## src/rtl/ddr_responder_model_resp_pipe.sv

```systemverilog
// Fixed-latency response pipeline carrying {valid, we, data} with a synchronous flush.
// in_data belongs to the entry held in stage 0, so it arrives one cycle after in_valid/in_we.
module resp_pipe #(
  parameter int LATENCY = 8,
  parameter int WIDTH   = 128
) (
  input  logic             clk,
  input  logic             flush,
  input  logic             in_valid,
  input  logic             in_we,
  input  logic [WIDTH-1:0] in_data,
  output logic             out_valid,
  output logic             out_we,
  output logic [WIDTH-1:0] out_data,
  output logic             next_valid
);
  logic [LATENCY-1:0] valid_q, valid_d;
  logic [LATENCY-1:0] we_q, we_d;

  always_comb begin
    valid_d = LATENCY'({valid_q, in_valid});
    we_d    = LATENCY'({we_q, in_we});
    if (flush) begin
      valid_d = '0;
      we_d    = '0;
    end
  end

  always_ff @(posedge clk) begin
    valid_q <= valid_d;
    we_q    <= we_d;
  end

  assign out_valid  = valid_q[LATENCY-1];
  assign out_we     = we_q[LATENCY-1];
  assign next_valid = valid_d[LATENCY-1];

  generate
    if (LATENCY == 1) begin : g_direct
      assign out_data = in_data;
    end else begin : g_shift
      logic [WIDTH-1:0] data_q [LATENCY-1];
      logic [WIDTH-1:0] data_d [LATENCY-1];

      always_comb begin
        data_d[0] = flush ? '0 : in_data;
        for (int k = 1; k < LATENCY - 1; k++) begin
          data_d[k] = flush ? '0 : data_q[k-1];
        end
      end

      always_ff @(posedge clk) begin
        data_q <= data_d;
      end

      assign out_data = data_q[LATENCY-2];
    end
  endgenerate
endmodule

```

## config.mk

```make
export PLATFORM = sky130hd
export DESIGN_NAME = resp_pipe
export DESIGN_NICKNAME = d
export VERILOG_FILES = /design/src/rtl/ddr_responder_model_resp_pipe.sv
export SDC_FILE = /design/constraint.sdc
export NUM_CORES = 1
export LEC_CHECK = 0
export ABC_CLOCK_PERIOD_IN_PS = 1700
export BUFFER_PORTS_ARGS = -buffer_cell sky130_fd_sc_hd__buf_2
export CAP_MARGIN = 0
export CORE_UTILIZATION = 40
export CTS_CLUSTER_DIAMETER = 200
export CTS_CLUSTER_SIZE = 12
export DETAILED_ROUTE_END_ITERATION = 10
export SLEW_MARGIN = 0
export SYNTH_ARGS = -nofsm -noshare
export SYNTH_HDL_FRONTEND = slang
export SYNTH_SLANG_ARGS = --single-unit
```

## constraint.sdc

```tcl
create_clock -name clk -period 1.7 [get_ports clk]
set_input_delay 0.085 -clock clk [delete_from_list [all_inputs] [get_ports clk]]
set_output_delay 0.085 -clock clk [all_outputs]
set_load 0.02 [all_outputs]
```

# Yosys cells after proc, flatten, opt, wreduce, memory -nomap -nowiden
# Cells that the tools add are included.
# totals
input_bits	132
out_inout_bits	131
wordCells	11
register_bits	912
# op_classes
n_mux	1
# op_table
operator	n
$mux W8	1

# Longest topological paths before layout
# Gate-level depths: netlist of run 1.
# depth
depth_word	1
ltp_mapped	4

# Worst setup path after synthesis of run 1
# No wires, ideal clock.
# synth_timing
path_kind	input port to flip-flop
startpoint	input port flush
endpoint	register valid_q[7]
setup_ps	147
arrival_ps	819
cell_stages	3
t_required_ps	1553
setup_slack_ps	734
path_cell_list	clkbuf_1 clkbuf_1 nor2b_1
# synth_between
elab_chain_cells	1
# synth_rtl
element	line_no	source
start: declaration	8	input logic flush,
$mux W8	23	if (flush) begin
net next_valid	15	output logic next_valid
end signal: assignment	30	valid_q <= valid_d;
end: declaration	17	logic [LATENCY-1:0] valid_q, valid_d;
# The timed path passes the listed nets, and every way through them passes these cells.
# A chain may end at the register's enable or synchronous reset.

# Final worst setup path of run 1
# layout_timing
startpoint	input port flush
endpoint	output port next_valid
# layout_between
elab_chain_cells	1
# layout_rtl
element	line_no
$mux W8	23
end: declaration	15
# Every way passes these cells.

==> run_results.csv, run 1 <==
group,metric,value,unit
die,die_width,254,µm
placement,dp_worst_setup_slack,0.538,ns
synth,synth-xor-area-share,0,
setup_path,cp_slowest_cell,"dlygate4sd3_1",
synth,synthMuxAreaShare,0,
placement,placed_cells,2954,
drt,vias,12300,
global_route,grt_max_degree,98,
synth,yosys_warnings,0,
clock_tree,clk_pin_slew_worst_paths,0.05,ns
synth,synthArstFlopShare,0,
global_route,grt_pass1_vias,12000,
job,max_cap_viol_count,0,
synth,netlist_area,25300,µm²
power,irDropWorstVdd,0.000987,V
setup_path,cp-end-kind,"output port",
placement,io_buffers,262,
global_route,antenna_found_initial,0,
synth,netlist_instances,2053,
synth,synth_edf_count,0,
drt,drc_errors,0,
sta,finalHoldViolations,0,
synth,ys_ff_latch,912,
sta,timing.slew.headroom,0.733,
synth,synthAdderAreaFrac,0,
synth,synth.area.top_cells,"dfxtp_1 72%, nor2b_1 23%, buf_4 3.8%",
setup_path,critPathTopFamily,"buffers and inverters",
sta,postLayoutSetupSlackWorst,0.178,ns
setup_path,worstPathCellList,"dlygate4sd3_1, buf_8, buf_12, nor2b_1, buf_2",
die,die-area,64300,µm²
global_route,grt_overflow,0,
setup_path,start_kind,"primary input",
power,p_leak,12.6,nW
drt,routedWlPerCell,11.1,µm
cells_and_area,fin_cells,3180,
clock_tree,cts_root_buf,"clkbuf_16",
die,initial_core_util,0.407,
clock_tree,cts_tree,"done",
setup_path,cp.required,1.62,ns
setup_path,worst-path-max-fanout,31,
sta,period_share,0.895,
synth,yosysSeqAreaShare,0.721,
sta,clock_skew,0.0112,ns
synth,synth_area_per_cell,12.3,µm²
setup_path,crit_type,"primary input to output port",
sta,max_freq,0.657,GHz
cells_and_area,layout.nets,2471,
die,num_rows,91,
sta,fin_crit,1.52,ns
synth,mappedNetlistNets,2185,
clock_tree,post-cts-setup-buffer-count,0,
cells_and_area,antenna_cells,0,
synth,ys_types,5,
synth,synth_top_family_by_area,"simple AND/OR/NAND/NOR gates",
die,ios,263,
drt,drtIter0Drc,379,
die,die_y,254,µm
synth,synth_ff_type,"dfxtp_1",
clock_tree,clock_sinks,912,
clock_tree,ctsLongestPathBuffers,3,
drt,wl,35.3,mm
synth,yosys-top-cells-count,"912 x dfxtp_1, 912 x nor2b_1, 128 x buf_4",
setup_path,critical-path-max-stage-delay,0.56,ns
sta,final.setup.tns,0,ns
clock_tree,worstSkewPairLatency,0.60,ns
min_path,hp-class,"primary input to flip-flop",
synth,yosys.area_share.simple,0.225,
drt,final_antenna_net_count,0,
sta,slew_viol_final,0,
synth,synth_top_cell_area_share,0.721,
cells_and_area,fin_util,0.487,
die,coreArea,62200,µm²
cells_and_area,areaGrowthSynthToFinish,19.7,%
placement,gp_congestion,0.761,
drt,firstDrtPassIters,4,
global_route,gr-usage-all-layers,0.111,
sta,tightestPinTransition,0.400,ns
global_route,grt_pass1_wl,57.3,mm
clock_tree,numCtsBuffers,85,
cells_and_area,drive_above_1_share,0.164,
synth,yosys.area.top_type,"dfxtp_1",
synth,synth_compound_area_frac,0,
run_status,status,"complete, no violations",
sta,rsz0062_at_grt,"false",
setup_path,arrival,1.44,ns
setup_path,cp_num_buf_inv,4,
sta,setup_viol,0,
clock_tree,htree_num_levels,3,
drt,viasPerCell,3.88,
power,p_per_area,1290,nW/µm²
placement,dp_hpwl,21.7,mm
==> placed cells by master, fill, tap and decap left out <==
master	count
buf_2	261
dlygate4sd3_1	135
buf_8	1
clkinv_8	2
buf_4	19
nor2b_1	912
clkbuf_16	87
dfxtp_1	912
inv_6	2
buf_12	12
==> metrics by stage <==
stage          total power, mW  area (µm²)  hold slack [ns]
2_1_floorplan             23.0       25300            0.213
3_3_place_gp              23.4       26700            0.291
3_5_place_dp              23.4       26700            0.297
4_1_cts                   39.8       30300            0.164
5_1_grt                   40.8       30300            0.201
6_report                  39.1       30300            0.219
==> report_power, final <==
part	total [mW]	internal, mW	leakage [nW]	switching, mW
combinational	1.19	0.660	4.07	0.533
sequential	21.9	21.9	7.42	0.0879
clock	16.0	9.00	1.09	6.95
==> per-layer routing <==
layer,share of wire,GRT usage,up-vias
li1,-,-,6542
met1,0.43,0.124,5505
met2,0.48,0.186,216
met3,0.049,0.0289,86
met4,0.042,0.0698,0
met5,0,0,-
==> state kept, by name (all words and copies together) (netlist names) <==
name / cells
g_shift.data_q: 768
valid_q: 8
we_q: 8
out_data: 128
==> final cells by class <==
type                    instances  area, µm²
multi-input cells             912       5710
well taps                     837       1050
flip-flops and latches        912      18300
fillers                      5499      31900
repair buffers                428       3060
clock inverters                 4       50.0
clock buffers                  87       2180
==> final timing paths <==
kind	endpoint	startpoint	depth (start not counted)	slack, ns
worst max-delay path	next_valid	flush	5	0.18
worst max register to register	g_shift.data_q[333]$_SDFF_PP0_	g_shift.data_q[461]$_SDFF_PP0_	1	1.15
worst min register to register	out_data[19]$_SDFF_PP0_	g_shift.data_q[147]$_SDFF_PP0_	1	0.42
worst min-delay path	g_shift.data_q[885]$_SDFF_PP0_	in_data[117]	3	0.22
==> logic make-up (layout without fill, tap and decap cells) <==
logic type	after synthesis	in the layout
flip-flops	912	912
AND/OR/NAND/NOR	912	912
buffers and inverters	229	519
==> repair_timing <==
item | 4_1_cts | 5_1_grt
hold endpoints to repair | 160 | 0
resized for setup | 0 | 0
hold buffers | 135 | 0
==> worst min-delay path: stages <==
cell	delay, ns
dlygate4sd3_1	0.51
buf_2	0.09
nor2b_1	0.10
(Power assumes the default switching activity.)
==> inputs of run 2 (changes only) <==
--- a/config.mk
+++ b/config.mk
@@ -12,6 +12,7 @@
 export CTS_CLUSTER_DIAMETER = 200
 export CTS_CLUSTER_SIZE = 12
 export DETAILED_ROUTE_END_ITERATION = 10
+export RECOVER_POWER = 25
 export SLEW_MARGIN = 0
 export SYNTH_ARGS = -nofsm -noshare
 export SYNTH_HDL_FRONTEND = slang
==> run 2 against run 1 <==
Net effect:
- maximum frequency rose by 1.1%
- critical path depth did not move
- die area did not move
- register-to-register slack got worse by 0.03 ns
- core utilization fell by 0.066 points
- critical endpoint unchanged
- via count fell by 0.13%
- largest cell class unchanged
- wire length barely moved
- global-route usage did not move
- power barely moved
==> run_results.csv, run 2 (synthesis gave the netlist of run 1 again) <==
group,metric,value,unit
die,die-area,64300,µm²
setup_path,cp.required,1.62,ns
drt,drc_errors,0,
die,die_width,254,µm
sta,period_share,0.885,
die,die_y,254,µm
drt,firstDrtPassIters,4,
setup_path,crit_type,"primary input to output port",
global_route,grt_overflow,0,
cells_and_area,layout.nets,2471,
sta,tightestPinTransition,0.888,ns
global_route,grt_pass1_wl,57.3,mm
min_path,holdPathStages,3,
sta,final.setup.tns,0,ns
cells_and_area,final_cell_mix,"912 x nor2b_1, 912 x dfxtp_1, 261 x buf_2",
clock_tree,cts_tree,"done",
job,max_cap_viol_count,0,
setup_path,arrival,1.42,ns
placement,place_area,26700,µm²
drt,final_antenna_net_count,0,
drt,wl,35.3,mm
cells_and_area,drive_above_1_share,0.163,
clock_tree,cts_root_buf,"clkbuf_16",
cells_and_area,regMostFlops,"g_shift.data_q",
cells_and_area,final-seq-area,18300,µm²
setup_path,worst-path-max-fanout,31,
setup_path,critical-path-max-stage-delay,0.56,ns
power,p_per_area,1290,nW/µm²
cells_and_area,multiInputGateArea,5710,µm²
placement,dp_hpwl,21.7,mm
global_route,gr-usage-all-layers,0.111,
die,ios,263,
sta,whs,0.222,ns
die,coreArea,62200,µm²
power,irDropWorstVdd,0.000987,V
cells_and_area,areaGrowthSynthToFinish,19.5,%
clock_tree,worstSkewPairLatency,0.60,ns
global_route,grt_pass1_vias,12000,
clock_tree,numCtsBuffers,85,
placement,gp_congestion,0.761,
clock_tree,clock_sinks,912,
sta,setup_viol,0,
clock_tree,post-cts-setup-buffer-count,0,
power,p_leak,12.6,nW
placement,io_buffers,262,
drt,vias,12300,
cells_and_area,largest_reg_flops,768,
sta,slew_viol_final,0,
die,num_rows,91,
cells_and_area,fin_area,30300,µm²
clock_tree,clk_pin_slew_worst_paths,0.05,ns
run_status,status,"complete, no violations",
setup_path,worstSetupPathDepth,5,
drt,drtIter0Drc,363,
sta,max_freq,0.665,GHz
clock_tree,ctsLongestPathBuffers,3,
setup_path,start_kind,"primary input",
setup_path,rr_worst_depth,1,
clock_tree,htree_num_levels,3,
drt,viasPerCell,3.88,
die,initial_core_util,0.407,
setup_path,cp_num_buf_inv,4,
global_route,grt_max_degree,98,
sta,rsz0062_at_grt,"false",
power,finalPower,39.1,mW
sta,clock_skew,0.0100,ns
cells_and_area,antenna_cells,0,
setup_path,cp_slowest_cell,"dlygate4sd3_1",
min_path,hp-class,"primary input to flip-flop",
drt,routedWlPerCell,11.1,µm
cells_and_area,fill_cells,5508,
sta,fin_crit,1.50,ns
sta,timing.slew.headroom,0.408,
setup_path,worstPathCellList,"dlygate4sd3_1, buf_8, buf_12, nor2b_1, buf_2",
setup_path,cp-end-kind,"output port",
global_route,antenna_found_initial,0,
setup_path,critPathTopFamily,"buffers and inverters",
sta,finalHoldViolations,0,
run 2: changes by cell type in the layout (fill, tap and decap cells not counted), sizes merged:
| cell | delta |
|---|---|
| buf | -7 |
| clkbuf | +7 |
run 2: layout make-up:
class	count	share of cell area
Sequential cell	912	0.604
Tap cell	837	0.0346
Clock buffer	87	0.0720
Clock inverter	4	0.00165
Timing Repair Buffer	428	0.0996
Multi-Input combinational cell	912	0.189
run 2: metrics by stage:
| stage | std cells | setup WS [ns] | utilization |
|---|---|---|---|
| after detailed placement | 2954 | 0.538 | 0.430 |
| after floorplan | 2053 | 0.734 | - |
| after global routing | 3180 | 0.104 | 0.487 |
| final | 3180 | 0.195 | 0.487 |
| after global placement | 2954 | 0.600 | 0.430 |
| after CTS | 3180 | 0.133 | 0.487 |
run 2: metal layers:
| metal | vias to the layer above | track usage | part of all wire |
|---|---|---|---|
| met4 | 0 | 0.0698 | 0.042 |
| met2 | 219 | 0.186 | 0.48 |
| met5 | - | 0 | 0 |
| met3 | 85 | 0.0289 | 0.049 |
| met1 | 5490 | 0.124 | 0.43 |
| li1 | 6539 | - | - |
run 2: what timing repair did:
item / in CTS / in global routing
hold endpoints to repair: 160 / 0
setup endpoints to repair: 0 / 0
hold buffers: 135 / 0
gates resized for setup: 0 / 0
run 2: worst min-delay path, cell delays in order:
cell           delay [ns]
dlygate4sd3_1        0.51
buf_2                0.09
nor2b_1              0.10
run 2: power by group:
group / switching, mW / internal [mW] / total (mW)
sequential: 0.0880 / 21.9 / 21.9
combinational: 0.531 / 0.649 / 1.18
clock: 6.95 / 9.00 / 16.0
run 2: final timing paths:
| kind | startpoint | endpoint | slack [ns] |
|---|---|---|---|
| setup / recovery | flush | next_valid | 0.20 |
| hold / removal | in_data[117] | g_shift.data_q[885]$_SDFF_PP0_ | 0.22 |
| setup reg to reg | g_shift.data_q[198]$_SDFF_PP0_ | out_data[70]$_SDFF_PP0_ | 1.12 |
| hold reg to reg | g_shift.data_q[147]$_SDFF_PP0_ | out_data[19]$_SDFF_PP0_ | 0.42 |
==> inputs of run 3 (changes only) <==
--- a/config.mk
+++ b/config.mk
@@ -8,10 +8,11 @@
 export ABC_CLOCK_PERIOD_IN_PS = 1700
 export BUFFER_PORTS_ARGS = -buffer_cell sky130_fd_sc_hd__buf_2
 export CAP_MARGIN = 0
-export CORE_UTILIZATION = 40
+export CORE_UTILIZATION = 55
 export CTS_CLUSTER_DIAMETER = 200
 export CTS_CLUSTER_SIZE = 12
 export DETAILED_ROUTE_END_ITERATION = 10
+export PLACE_DENSITY = 0.75
 export RECOVER_POWER = 25
 export SLEW_MARGIN = 0
 export SYNTH_ARGS = -nofsm -noshare
==> constraint.sdc (replaced) <==
create_clock -name clk -period 1.7 [get_ports clk]
set_input_delay 0.17 -clock clk [delete_from_list [all_inputs] [get_ports clk]]
set_output_delay 0.17 -clock clk [all_outputs]
set_load 0.02 [all_outputs]
==> run 3 against run 2 <==
Net effect:
- die area decreased by 27%
- setup slack gained 0.061 ns
- critical path depth shrank 3
- core utilization rose by 17 points
- clock skew grew 0.010 ns
- critical endpoint unchanged
- largest power group unchanged
==> run_results.csv, run 3 (synthesis gave the netlist of run 1 again) <==
group,metric,value,unit
power,irDropWorstVdd,0.000953,V
power,switching_share,0.194,
setup_path,cp.required,1.53,ns
sta,setup_viol,0,
sta,timing.slew.headroom,0.0747,
clock_tree,worstSkewPairLatency,0.61,ns
setup_path,crit_type,"flip-flop to output port",
clock_tree,clk_pin_slew_worst_paths,0.05,ns
cells_and_area,antenna_cells,0,
setup_path,cp_num_buf_inv,1,
sta,clock_skew,0.0205,ns
clock_tree,htree_num_levels,3,
min_path,hp-class,"primary input to flip-flop",
cells_and_area,largest_reg_flops,768,
global_route,grt_max_degree,130,
power,internal-power,31.5,mW
setup_path,arrival,1.27,ns
cells_and_area,fill_cells,3202,
drt,final_antenna_net_count,0,
placement,dp_hpwl,19.7,mm
run_status,status,"complete, no violations",
sta,period_share,0.849,
power,p_per_area,1310,nW/µm²
cells_and_area,areaGrowthSynthToFinish,17.7,%
die,ios,263,
setup_path,cp_slowest_cell,"dfxtp_1",
die,coreArea,45400,µm²
global_route,grt_overflow,0,
setup_path,critPathTopFamily,"flip-flops",
drt,wl_met1,14.2,mm
clock_tree,ctsLongestPathBuffers,3,
drt,firstDrtPassIters,4,
clock_tree,cts_tree,"done",
sta,tightestPinTransition,1.39,ns
sta,final.setup.tns,0,ns
power,finalPower,39.0,mW
global_route,antenna_found_initial,0,
global_route,grt_pass1_wl,57.9,mm
drt,wl_met3,1.31,mm
sta,finalHoldViolations,0,
power,p_switching,7.56,mW
drt,drtIter0Drc,366,
min_path,hold_start,"flush",
die,die-area,46900,µm²
die,num_rows,78,
setup_path,startpoint,"valid_q[6]$_SDFF_PP0_",
cells_and_area,layout.nets,2461,
power,p_leak,12.5,nW
die,initial_core_util,0.558,
global_route,gr-usage-all-layers,0.154,
drt,vias,12400,
sta,fin_crit,1.44,ns
sta,max_freq,0.693,GHz
drt,dr.max_layer_used,"met4",
power,p_comb_frac,0.029,
cells_and_area,drive_above_1_share,0.158,
setup_path,worst-path-max-fanout,2,
sta,slew_viol_final,0,
clock_tree,clock_sinks,912,
clock_tree,numCtsBuffers,85,
setup_path,start_kind,"flip-flop",
drt,wl,35.8,mm
drt,routedWlPerCell,12.2,µm
placement,gp_congestion,0.790,
setup_path,reg2reg_from,"g_shift.data_q[516]$_SDFF_PP0_",
setup_path,worstPathCellList,"nor2b_1, buf_2",
drt,drc_errors,0,
sta,whs,0.190,ns
setup_path,critical-path-max-stage-delay,0.31,ns
cells_and_area,final_cell_mix,"912 x nor2b_1, 912 x dfxtp_1, 256 x buf_2",
cells_and_area,regMostFlops,"g_shift.data_q",
placement,io_buffers,262,
job,max_cap_viol_count,0,
sta,postLayoutSetupSlackWorst,0.256,ns
die,die_width,217,µm
sta,rsz0062_at_grt,"false",
cells_and_area,fin_util,0.657,
setup_path,cp-end-kind,"output port",
clock_tree,post-cts-setup-buffer-count,0,
placement,dp_worst_setup_slack,0.505,ns
clock_tree,cts_root_buf,"clkbuf_16",
drt,wl_met2,18.6,mm
die,die_y,217,µm
clock_tree,ctsResizeCount,0,
power,seqPwrFrac,0.562,
power,pwr-share-clk,0.408,
drt,viasPerCell,4.24,
global_route,grt_pass1_vias,12500,
[run 3: cell type report]
class | instances | area (µm²) | area share
Clock buffer | 87 | 2180 | 0.0731
Tap cell | 600 | 751 | 0.0252
Sequential cell | 912 | 18300 | 0.613
Timing Repair Buffer | 418 | 2870 | 0.0962
Multi-Input combinational cell | 912 | 5710 | 0.191
Clock inverter | 5 | 43.8 | 0.00147
[run 3: through the flow]
stage / instances / cell area (µm²)
global placement: 2711 / 26400
detailed placement: 2711 / 26400
CTS: 2934 / 29900
global route: 2934 / 29800
floorplan: 2053 / 25300
finish: 2934 / 29800
[run 3: worst paths after layout]
| check | to | slack (ns) | cells after the start |
|---|---|---|---|
| setup / recovery | next_valid | 0.26 | 2 |
| hold / removal | g_shift.data_q[616]$_SDFF_PP0_ | 0.19 | 3 |
| setup reg to reg | g_shift.data_q[388]$_SDFF_PP0_ | 1.09 | 1 |
| hold reg to reg | g_shift.data_q[131]$_SDFF_PP0_ | 0.42 | 1 |
[run 3: power groups by stage]
stage | clock, mW | sequential, mW | combinational, mW
after detailed placement | 0 | 22.4 | 0.924
after global placement | 0 | 22.4 | 0.897
after CTS | 16.4 | 22.0 | 1.17
after floorplan | 0 | 22.4 | 0.632
final | 15.9 | 22.0 | 1.15
after global routing | 17.3 | 22.0 | 1.27
[run 3: worst min-delay path: stages]
cell and delay [ns]:
clkbuf_4 0.23, buf_4 0.23, nor2b_1 0.10
[run 3: repair_timing]
item | CTS | global route
hold buffers | 131 | 0
endpoints found under the setup margin | 0 | 0
hold endpoints to repair | 143 | 0
[run 3: metal layers]
metal	GRT usage	vias up
met5	0	-
met4	0.0981	0
met3	0.0342	111
met2	0.281	243
met1	0.160	5555
li1	-	6525
